`config.mk`:
```
export PLATFORM = sky130hd
export DESIGN_NAME = serial_subtractor
export DESIGN_NICKNAME = d
export VERILOG_FILES = /design/src/rtl/serial_subtractor.sv
export SDC_FILE = /design/constraint.sdc
export NUM_CORES = 1
export LEC_CHECK = 0
export ABC_AREA = 1
export BUFFER_PORTS_ARGS = -buffer_cell sky130_fd_sc_hd__buf_2
export CORE_ASPECT_RATIO = 0.8
export CORE_MARGIN = 8
export CORE_UTILIZATION = 50
export DETAILED_ROUTE_END_ITERATION = 12
export GPL_TIMING_DRIVEN = 0
export HOLD_SLACK_MARGIN = 0.02
export PLACE_DENSITY = 0.77
export RECOVER_POWER = 50
export SLEW_MARGIN = 10
export SYNTH_ARGS = -nofsm -noshare
export SYNTH_HDL_FRONTEND = slang
export SYNTH_HIERARCHICAL = 1
export SYNTH_SLANG_ARGS = --single-unit
```
`constraint.sdc`:
```
create_clock -name clk -period 3.1 [get_ports clk]
set_input_delay 0.465 -clock clk [delete_from_list [all_inputs] [get_ports clk]]
set_output_delay 0.465 -clock clk [all_outputs]
set_load 0.005 [all_outputs]
```
`src/rtl/serial_subtractor.sv`:
```
// ---------------------------------------------------------------------------
// serial_subtractor
//   Bit-serial WIDTH-bit subtractor: diff = (a - b - bin) mod 2^WIDTH.
//   One full-subtraction cell is reused once per clock, LSB first, and the
//   borrow is carried between bits in a flop. Trades latency for area.
//
// Ports
//   clk    in   rising-edge clock
//   rst    in   synchronous active-high reset (priority over everything)
//   start  in   begin an operation (accepted in IDLE or DONE)
//   a      in   minuend, captured on the accepted start
//   b      in   subtrahend, captured on the accepted start
//   bin    in   borrow-in, captured on the accepted start
//   busy   out  high while bits are being processed (RUN)
//   done   out  high while diff/bout hold a valid result (DONE)
//   diff   out  result, updated only on completion
//   bout   out  final borrow-out (a < b + bin, unsigned)
// ---------------------------------------------------------------------------

// One-bit full subtractor: x - y - bi.
module serial_subtractor_fs_cell (
   input  logic x_i,
   input  logic y_i,
   input  logic bi_i,
   output logic d_o,
   output logic bo_o
);
   assign d_o  = x_i ^ y_i ^ bi_i;
   assign bo_o = (~x_i & y_i) | (~(x_i ^ y_i) & bi_i);
endmodule

module serial_subtractor #(
   parameter int WIDTH = 8
) (
   input  logic             clk,
   input  logic             rst,
   input  logic             start,
   input  logic [WIDTH-1:0] a,
   input  logic [WIDTH-1:0] b,
   input  logic             bin,
   output logic             busy,
   output logic             done,
   output logic [WIDTH-1:0] diff,
   output logic             bout
);

   localparam int CW = $clog2(WIDTH);

   typedef enum logic [1:0] {
      IDLE = 2'd0,
      RUN  = 2'd1,
      DONE = 2'd2
   } state_t;

   state_t           state_q, state_d;
   logic [WIDTH-1:0] a_q, a_d;
   logic [WIDTH-1:0] b_q, b_d;
   logic [WIDTH-1:0] res_q, res_d;
   logic [WIDTH-1:0] diff_q, diff_d;
   logic             br_q, br_d;
   logic             bout_q, bout_d;
   logic [CW-1:0]    cnt_q, cnt_d;

   logic             cell_d, cell_bo;
   logic             last_bit;
   logic [WIDTH-1:0] res_shift;

   serial_subtractor_fs_cell u_cell (
      .x_i  (a_q[0]),
      .y_i  (b_q[0]),
      .bi_i (br_q),
      .d_o  (cell_d),
      .bo_o (cell_bo)
   );

   assign last_bit  = (cnt_q == CW'(WIDTH - 1));
   // New difference bit enters at the MSB; after WIDTH steps bit 0 lands at LSB.
   assign res_shift = {cell_d, res_q[WIDTH-1:1]};

   always_comb begin
      state_d = state_q;
      a_d     = a_q;
      b_d     = b_q;
      res_d   = res_q;
      diff_d  = diff_q;
      br_d    = br_q;
      bout_d  = bout_q;
      cnt_d   = cnt_q;
      unique case (state_q)
         IDLE, DONE: begin
            if (start) begin
               state_d = RUN;
               a_d     = a;
               b_d     = b;
               br_d    = bin;
               res_d   = '0;
               cnt_d   = '0;
            end
         end
         RUN: begin
            a_d   = a_q >> 1;
            b_d   = b_q >> 1;
            res_d = res_shift;
            br_d  = cell_bo;
            if (last_bit) begin
               // Counter is left alone here so it never wraps.
               state_d = DONE;
               diff_d  = res_shift;
               bout_d  = cell_bo;
            end else begin
               cnt_d = cnt_q + CW'(1);
            end
         end
         default: state_d = IDLE;
      endcase
   end

   always_ff @(posedge clk) begin
      if (rst) begin
         state_q <= IDLE;
         a_q     <= '0;
         b_q     <= '0;
         res_q   <= '0;
         diff_q  <= '0;
         br_q    <= 1'b0;
         bout_q  <= 1'b0;
         cnt_q   <= '0;
      end else begin
         state_q <= state_d;
         a_q     <= a_d;
         b_q     <= b_d;
         res_q   <= res_d;
         diff_q  <= diff_d;
         br_q    <= br_d;
         bout_q  <= bout_d;
         cnt_q   <= cnt_d;
      end
   end

   assign busy = (state_q == RUN);
   assign done = (state_q == DONE);
   assign diff = diff_q;
   assign bout = bout_q;

endmodule

```
==> results of run 1 <==
-- layer usage --
metal / wire length [um] / vias to the layer above
met1: 1901 / 669
met2: 1553 / 29
met3: 197 / 7
li1: - / 809
met4: 55 / 0
met5: 0 / -
-- kinds of logic (layout without fill, tap and decap cells) --
| group | Yosys count | in the layout | share of synthesized area (%) |
|---|---|---|---|
| and+or+nand+nor | 126 | 126 | 34.51 |
| buffers and inverters | 38 | 75 | 10.32 |
| AOI/OAI and AO/OA | 23 | 23 | 7.669 |
| adders and majority gates | 3 | 3 | 2.655 |
| DFF | 38 | 38 | 44.84 |
-- worst max-delay path by stage --
stage / start / end / slack (ps) / cells past startpoint
5_1_grt: state_q[0] / busy / 1310 / 4
2_1_floorplan: cnt_q[0] / cnt_q[0] / 1900 / 6
3_5_place_dp: rst / bout / 1610 / 5
4_1_cts: state_q[0] / busy / 1380 / 4
6_report: state_q[0] / busy / 1400 / 4
3_3_place_gp: rst / bout / 1640 / 5
-- synth_stat cells --
| cell type | n | area (um2) |
|---|---|---|
| nor2_4 | 2 | 22.52 |
| nand3_1 | 40 | 200.2 |
| fa_1 | 1 | 20.02 |
| nor3_1 | 15 | 75.07 |
| nor2_1 | 21 | 78.83 |
| nand2_1 | 38 | 142.6 |
| buf_6 | 2 | 22.52 |
| clkbuf_1 | 2 | 7.510 |
| inv_2 | 1 | 3.750 |
| nand3b_1 | 3 | 22.52 |
| inv_1 | 23 | 86.33 |
| nand2_2 | 7 | 43.79 |
| buf_4 | 3 | 22.52 |
| o21ai_0 | 2 | 10.01 |
| buf_2 | 5 | 25.02 |
| a21oi_1 | 17 | 85.08 |
| dfxtp_1 | 38 | 760.7 |
| buf_1 | 1 | 3.750 |
| a21oi_2 | 4 | 35.03 |
| ha_1 | 2 | 25.02 |
| clkinv_1 | 1 | 3.750 |
-- worst reg2reg max path, delay by kind of cell (launching register included) --
kind,cells,cell delay [ps]
buffers and inverters,2,510
AND/OR/NAND/NOR,4,510
flip-flops,1,370
-- area by class of cell --
| class | instances | area, um2 | share of cell area [%] |
|---|---|---|---|
| plain buffers | 13 | 76.32 | 3.888 |
| inverters | 25 | 93.84 | 4.780 |
| clock buffers | 5 | 68.82 | 3.505 |
| multi-input cells | 152 | 753.2 | 38.37 |
| clock inverters | 2 | 10.01 | 0.5099 |
| well taps | 42 | 52.55 | 2.677 |
| repair buffers | 30 | 147.6 | 7.521 |
| flip-flops and latches | 38 | 760.7 | 38.75 |
-- stage by stage --
stage	power [mW]	instances	util [%]
after global routing	1.059	307	58.99
after global placement	0.6931	300	57.07
after CTS	1.013	307	59.44
after detailed placement	0.6956	300	57.07
after floorplan	0.6524	228	-
final	1.002	307	58.99
-- power groups by stage --
stage	clock [mW]	combinational (mW)	sequential (mW)
6_report	0.319	0.157	0.526
5_1_grt	0.349	0.180	0.530
4_1_cts	0.326	0.160	0.527
3_5_place_dp	0	0.158	0.538
3_3_place_gp	0	0.156	0.537
2_1_floorplan	0	0.117	0.535
-- sequential cells by signal, summed over array words and instances, names as in the netlist --
name	flops
cnt_q	3
a_q	8
state_q	2
bout	1
b_q	8
diff	8
res_q	7
br_q	1
==> metrics.cfg, run 1 <==
[status]
status = complete, no violations

[placed_design]
pre_cts_ws_ps = 1607
placed_cell_area_um2 = 1899
gp_congestion = 0.8373
hpwl_um = 2672
port_buffers = 30

[route]
vias = 1514
routed_via_density = 4.932
drt_first_iter_violations = 134
antenna_left = 0
wire_per_inst_um = 12.08
first_pass_iters = 4
totalWireLength_um = 3708
drcViolationCount = 0

[sta]
hold_slack_ps = 390.7
layout_setup_ws_ps = 1398
relSlewSlack_pct = 64.52
fmaxAchievable_mhz = 587.5
final_max_slew_viol_count = 0
period_minus_slack_ps = 1702
worst_pin_slew_ps = 532.3
post-route-period-util_pct = 54.91
setup_viol = 0
fin_skew_ps = 5.968
hold_viol_final = 0
rsz0062_at_grt = false
tns_ps = 0

[clock_tree]
root_buffer = clkbuf_8
cts-resized-gates = 0
cts_buffers = 5
cts_sinks = 38
tritoncts = yes
cts.clk_slew.worst_paths_ps = 70
holdBufCountCts = 0
cts_max_level = 2
clk_latency_ps = 290
postCtsSetupRepairBufs = 0
cts_buffer_depth = 2

[min_path]
min_to = cnt_q[1]
min_path_cells = 2
holdCritPathClass = in -> reg
hp-start = rst

[worst_setup_path]
critical_path_class = reg -> out
cp_top_family = buffers and inverters
rrSetupSlack_ps = 1600
critPathCaptureType = output pin
worst-path-max-fanout = 10
reg2reg_from = state_q[0]
path_buf_inv = 3
cp.arrival_ps = 1240
critical-path-slowest-cell = dfxtp_1
reg2reg_depth = 6
cpPeakStageDelay_ps = 370
worstPathCellList = inv_1, nor2_4, buf_2, buf_2
startpoint_type = flip-flop
required_ps = 2630
path_common_cell = buf_2
worstReg2RegEnd = a_q[4]

[global_route]
use_met2_pct = 21.78
antenna_found_initial = 0
use_met1_pct = 18.76
grt_pass1_wl_um = 6251
grt_max_degree = 12
grt_pass1_vias = 1382
met3_usage_pct = 4.724
busiest_layer = met2
grt_overflow = 0
track_usage_pct = 14.40

[power]
combPwrFrac_pct = 15.7
ir_worst_vdd_uv = 272.1
powerDensity_nw_per_um2 = 510.2
switchingPower_mw = 0.2754
p_clk_share_pct = 31.8
p_sw_share_pct = 27.50
intPower_mw = 0.7261
pwr-share-seq_pct = 52.5
leakage_nw = 0.8581

[logic_synthesis]
ys_seq_area_share_pct = 44.84
synth_fp_nets = 251
synthesis.area_um2 = 1697
synth_cell_types = 21
postSynthCellCount = 228
avgSynthCellArea_um2 = 7.441
yosys_warnings = 6
synth_seq_cells = 38

[job]
drv_cap = 0

[layout]
final_common_cell = nand2_1
fillers = 340
finalNetCount = 288
antenna_cells = 0
final_area_um2 = 1963
area_growth_pct = 15.71
drive_above_1_share_pct = 20.00
layout_common_cells = nand2_1 (41), nand3_1 (40), dfxtp_1 (38)

[floorplanning]
die-area_um2 = 5525
core_area_um2 = 3328
start_util_pct = 50.98
io_pins = 31
rows = 19
die_w_um = 81.13
dieHeight_um = 68.10

Power figures use the tool's default switching activity.
==> inputs of run 2 (changes only) <==
Clock period 3.1 ns to 1.6 ns, I/O delays scaled along.
==> run 2 against run 1 <==
Critical path depth is the same. Cell count unchanged. First-iteration DRC count fell by 4.5%. Non-clock buffer count stayed put. Clock power grew 93%. Critical path type unchanged. Critical endpoint unchanged. Highest routed layer unchanged.
==> metrics.cfg, run 2 (synthesized netlist as in run 1, its figures left out) <==
[floorplanning]
core_area_um2 = 3328
io_pins = 31
die-area_um2 = 5525
start_util_pct = 50.98
rows = 19
die_w_um = 81.13
dieHeight_um = 68.10

[layout]
layout_common_cells = nand3_1 (40), nand2_1 (40), dfxtp_1 (38)
multiInputGateArea_um2 = 755.7
area_growth_pct = 15.93
final_cells = 307
regArea_um2 = 760.7
final_util_pct = 59.10
drive_above_1_share_pct = 21.13
fillers = 341
finalNetCount = 288
final_area_um2 = 1967
antenna_cells = 0

[worst_setup_path]
worst-path-max-fanout = 10
rrSetupSlack_ps = 220
cp.depth = 4
path_common_cell = buf_2
startpoint_type = flip-flop
critical-path-slowest-cell = dfxtp_1
cpPeakStageDelay_ps = 390
critical_path_class = reg -> out
critPathCaptureType = output pin
path_buf_inv = 3
worstPathCellList = inv_2, nor2_4, buf_2, buf_2
cp_top_family = buffers and inverters
reg2reg_depth = 6
cp.arrival_ps = 1220
required_ps = 1360

[placed_design]
placed_cell_area_um2 = 1899
dp.cells = 300
gp_congestion = 0.8373
hpwl_um = 2672
port_buffers = 30
pre_cts_ws_ps = 285.2

[global_route]
track_usage_pct = 14.40
grt_pass1_wl_um = 6251
grt_max_degree = 12
grt_pass1_vias = 1382
grt_overflow = 0
antenna_found_initial = 0

[route]
vias = 1512
wire_per_inst_um = 12.09
drcViolationCount = 0
drt_first_iter_violations = 128
totalWireLength_um = 3712
routed_via_density = 4.925
first_pass_iters = 4
antenna_left = 0

[clock_tree]
root_buffer = clkbuf_8
holdBufCountCts = 0
cts_sinks = 38
cts_buffers = 5
clk_latency_ps = 290
postCtsSetupRepairBufs = 0
cts-resized-gates = 0
cts_max_level = 2
tritoncts = yes
cts.clk_slew.worst_paths_ps = 70
cts_buffer_depth = 2

[sta]
fin_skew_ps = 6.669
relSlewSlack_pct = 65.03
post-route-period-util_pct = 91.45
hold_slack_ps = 165.9
hold_viol_final = 0
layout_setup_ws_ps = 136.8
rsz0062_at_grt = false
tns_ps = 0
setup_viol = 0
worst_pin_slew_ps = 524.5
period_minus_slack_ps = 1463
final_max_slew_viol_count = 0
fmaxAchievable_mhz = 683.4

[min_path]
min_path_cells = 2
holdCritPathClass = in -> reg

[power]
intPower_mw = 1.408
p_sw_share_pct = 27.50
pwr-share-seq_pct = 52.5
switchingPower_mw = 0.5339
combPwrFrac_pct = 15.7
p_clk_share_pct = 31.7
ir_worst_vdd_uv = 527.4
leakage_nw = 0.8614
powerDensity_nw_per_um2 = 987.3
power_mw = 1.942

[job]
drv_cap = 0

[status]
status = complete, no violations

==> run 2: final cells by class <==
cell class | instances | area share (%)
inverter | 25 | 4.771
clock inverter | 2 | 0.5089
multi-input combinational | 152 | 38.42
sequential | 38 | 38.68
timing repair buffer | 30 | 7.506
clock buffer | 5 | 3.499
tap | 42 | 2.672
buffer | 13 | 3.944
==> run 2: worst paths after layout <==
path / start / end
setup / recovery: state_q[0] / busy
hold / removal: rst / cnt_q[1]
setup reg to reg: state_q[0] / a_q[4]
hold reg to reg: diff[1] / diff[1]
==> run 2: routing by layer <==
layer,track usage [%],vias up,part of all wire [%]
met3,4.724,6,4.8
met1,18.76,665,52
met5,0,-,0
li1,-,811,-
met4,5.333,0,1.5
met2,21.78,30,41
==> run 2: power groups by stage <==
stage	clock network [mW]	registers [mW]	logic, mW
after floorplan	0	1.04	0.227
after global placement	0	1.04	0.302
after detailed placement	0	1.04	0.306
after CTS	0.632	1.02	0.310
after global routing	0.677	1.03	0.350
final	0.616	1.02	0.306
==> inputs of run 3 (changes only) <==
Settings changed: BUFFER_PORTS_ARGS -buffer_cell sky130_fd_sc_hd__buf_2 to -buffer_cell sky130_fd_sc_hd__buf_4, CAP_MARGIN set to 40, GPL_ROUTABILITY_DRIVEN set to 0.
==> run 3 against run 2 <==
Register-to-register slack is essentially flat. Critical path depth is the same. Clock skew hardly changed. Highest routed layer unchanged. Critical endpoint unchanged. Final area grew 3.6%. Power rose by 0.93%. Worst hold slack worse by 29 ps. Die area stayed put. Critical path type unchanged. Cell count unchanged.
==> metrics.cfg, run 3 (synthesized netlist as in run 1, its figures left out) <==
[status]
status = complete, no violations

[route]
wire_per_inst_um = 12.28
totalWireLength_um = 3769
drcViolationCount = 0
first_pass_iters = 4
drt_first_iter_violations = 131
antenna_left = 0
vias = 1531
routed_via_density = 4.987

[clock_tree]
cts.clk_slew.worst_paths_ps = 70
cts_buffers = 5
cts_buffer_depth = 2
holdBufCountCts = 0
postCtsSetupRepairBufs = 0
root_buffer = clkbuf_8
tritoncts = yes
cts-resized-gates = 0
cts_max_level = 2
cts_sinks = 38
clk_latency_ps = 290

[power]
powerDensity_nw_per_um2 = 962.2
ir_worst_vdd_uv = 570.7
leakage_nw = 0.8805
power_mw = 1.960

[floorplanning]
start_util_pct = 50.98
die-area_um2 = 5525
io_pins = 31
dieHeight_um = 68.10
die_w_um = 81.13
rows = 19
core_area_um2 = 3328

[global_route]
grt_pass1_wl_um = 6513
grt_pass1_vias = 1463
track_usage_pct = 14.85
antenna_found_initial = 0
grt_max_degree = 12
grt_overflow = 0

[placed_design]
hpwl_um = 2752
port_buffers = 30
dp.cells = 300

[layout]
final_util_pct = 61.20
drive_above_1_share_pct = 21.13
fillers = 307
antenna_cells = 0
layout_common_cells = nand3_1 (40), nand2_1 (40), dfxtp_1 (38)
finalNetCount = 288
area_growth_pct = 20.06
final_cells = 307

[min_path]
holdCritPathClass = in -> reg
min_path_cells = 2
min_to = cnt_q[1]
hp-start = rst

[sta]
post-route-period-util_pct = 90.05
fin_skew_ps = 6.959
fmaxAchievable_mhz = 694.1
period_minus_slack_ps = 1441
final_max_slew_viol_count = 0
tns_ps = 0
relSlewSlack_pct = 66.37
hold_viol_final = 0
hold_slack_ps = 137.1
worst_pin_slew_ps = 504.5
setup_viol = 0
rsz0062_at_grt = false

[worst_setup_path]
critical_path_class = reg -> out
rrSetupSlack_ps = 230
reg2reg_depth = 6
critPathCaptureType = output pin
worstPathCellList = inv_2, nor2_4, buf_2, buf_4
cpPeakStageDelay_ps = 380
worstReg2RegEnd = a_q[4]
cp.arrival_ps = 1200
worst-path-max-fanout = 10
required_ps = 1360
critical-path-slowest-cell = dfxtp_1
reg2reg_from = state_q[0]
startpoint_type = flip-flop

[job]
drv_cap = 0

-- run 3: per-stage QoR --
| stage | setup WS (ps) | area [um2] |
|---|---|---|
| floorplan | 395.2 | 1697 |
| global placement | 302.2 | 1974 |
| detailed placement | 309.6 | 1974 |
| CTS | 132.0 | 2053 |
| global route | 59.95 | 2037 |
| finish | 159.3 | 2037 |
-- run 3: final cells by class --
type / count / area (um2) / area share (%)
sequential: 38 / 760.7 / 37.35
multi-input combinational: 152 / 748.2 / 36.73
timing repair buffer: 30 / 225.2 / 11.06
inverter: 25 / 93.84 / 4.607
buffer: 13 / 77.57 / 3.808
clock buffer: 5 / 68.82 / 3.378
tap: 42 / 52.55 / 2.580
clock inverter: 2 / 10.01 / 0.4914
-- run 3: layer usage --
metal | GRT usage, % | up-vias | wire [um] | share of wire [%]
met5 | 0 | - | 0 | 0
met4 | 7.556 | 0 | 68 | 1.8
met3 | 3.412 | 5 | 159 | 4.2
met2 | 22.48 | 24 | 1677 | 44
met1 | 19.48 | 695 | 1863 | 49
li1 | - | 807 | - | -
-- run 3: worst max-delay path: cells and delay by family, from the launching register on --
family                 cells  cell delay [ps]
buffers and inverters      3              430
DFF                        1              380
and+or+nand+nor            1              100
-- run 3: worst max-delay path by stage --
stage          startpoint  endpoint  slack (ps)
6_report       state_q[0]      busy         160
5_1_grt        state_q[0]    a_q[3]          60
3_3_place_gp     cnt_q[0]  cnt_q[0]         300
3_5_place_dp     cnt_q[0]  cnt_q[0]         310
2_1_floorplan    cnt_q[0]  cnt_q[0]         400
4_1_cts        state_q[0]      busy         130
-- run 3: report_power, final --
part           switching (mW)  internal, mW  total, mW  leakage (nW)
Clock                   0.325         0.292      0.617        0.0438
Sequential             0.0216         0.999       1.02         0.311
Combinational           0.191         0.131      0.323         0.526
Total                   0.537          1.42       1.96         0.881
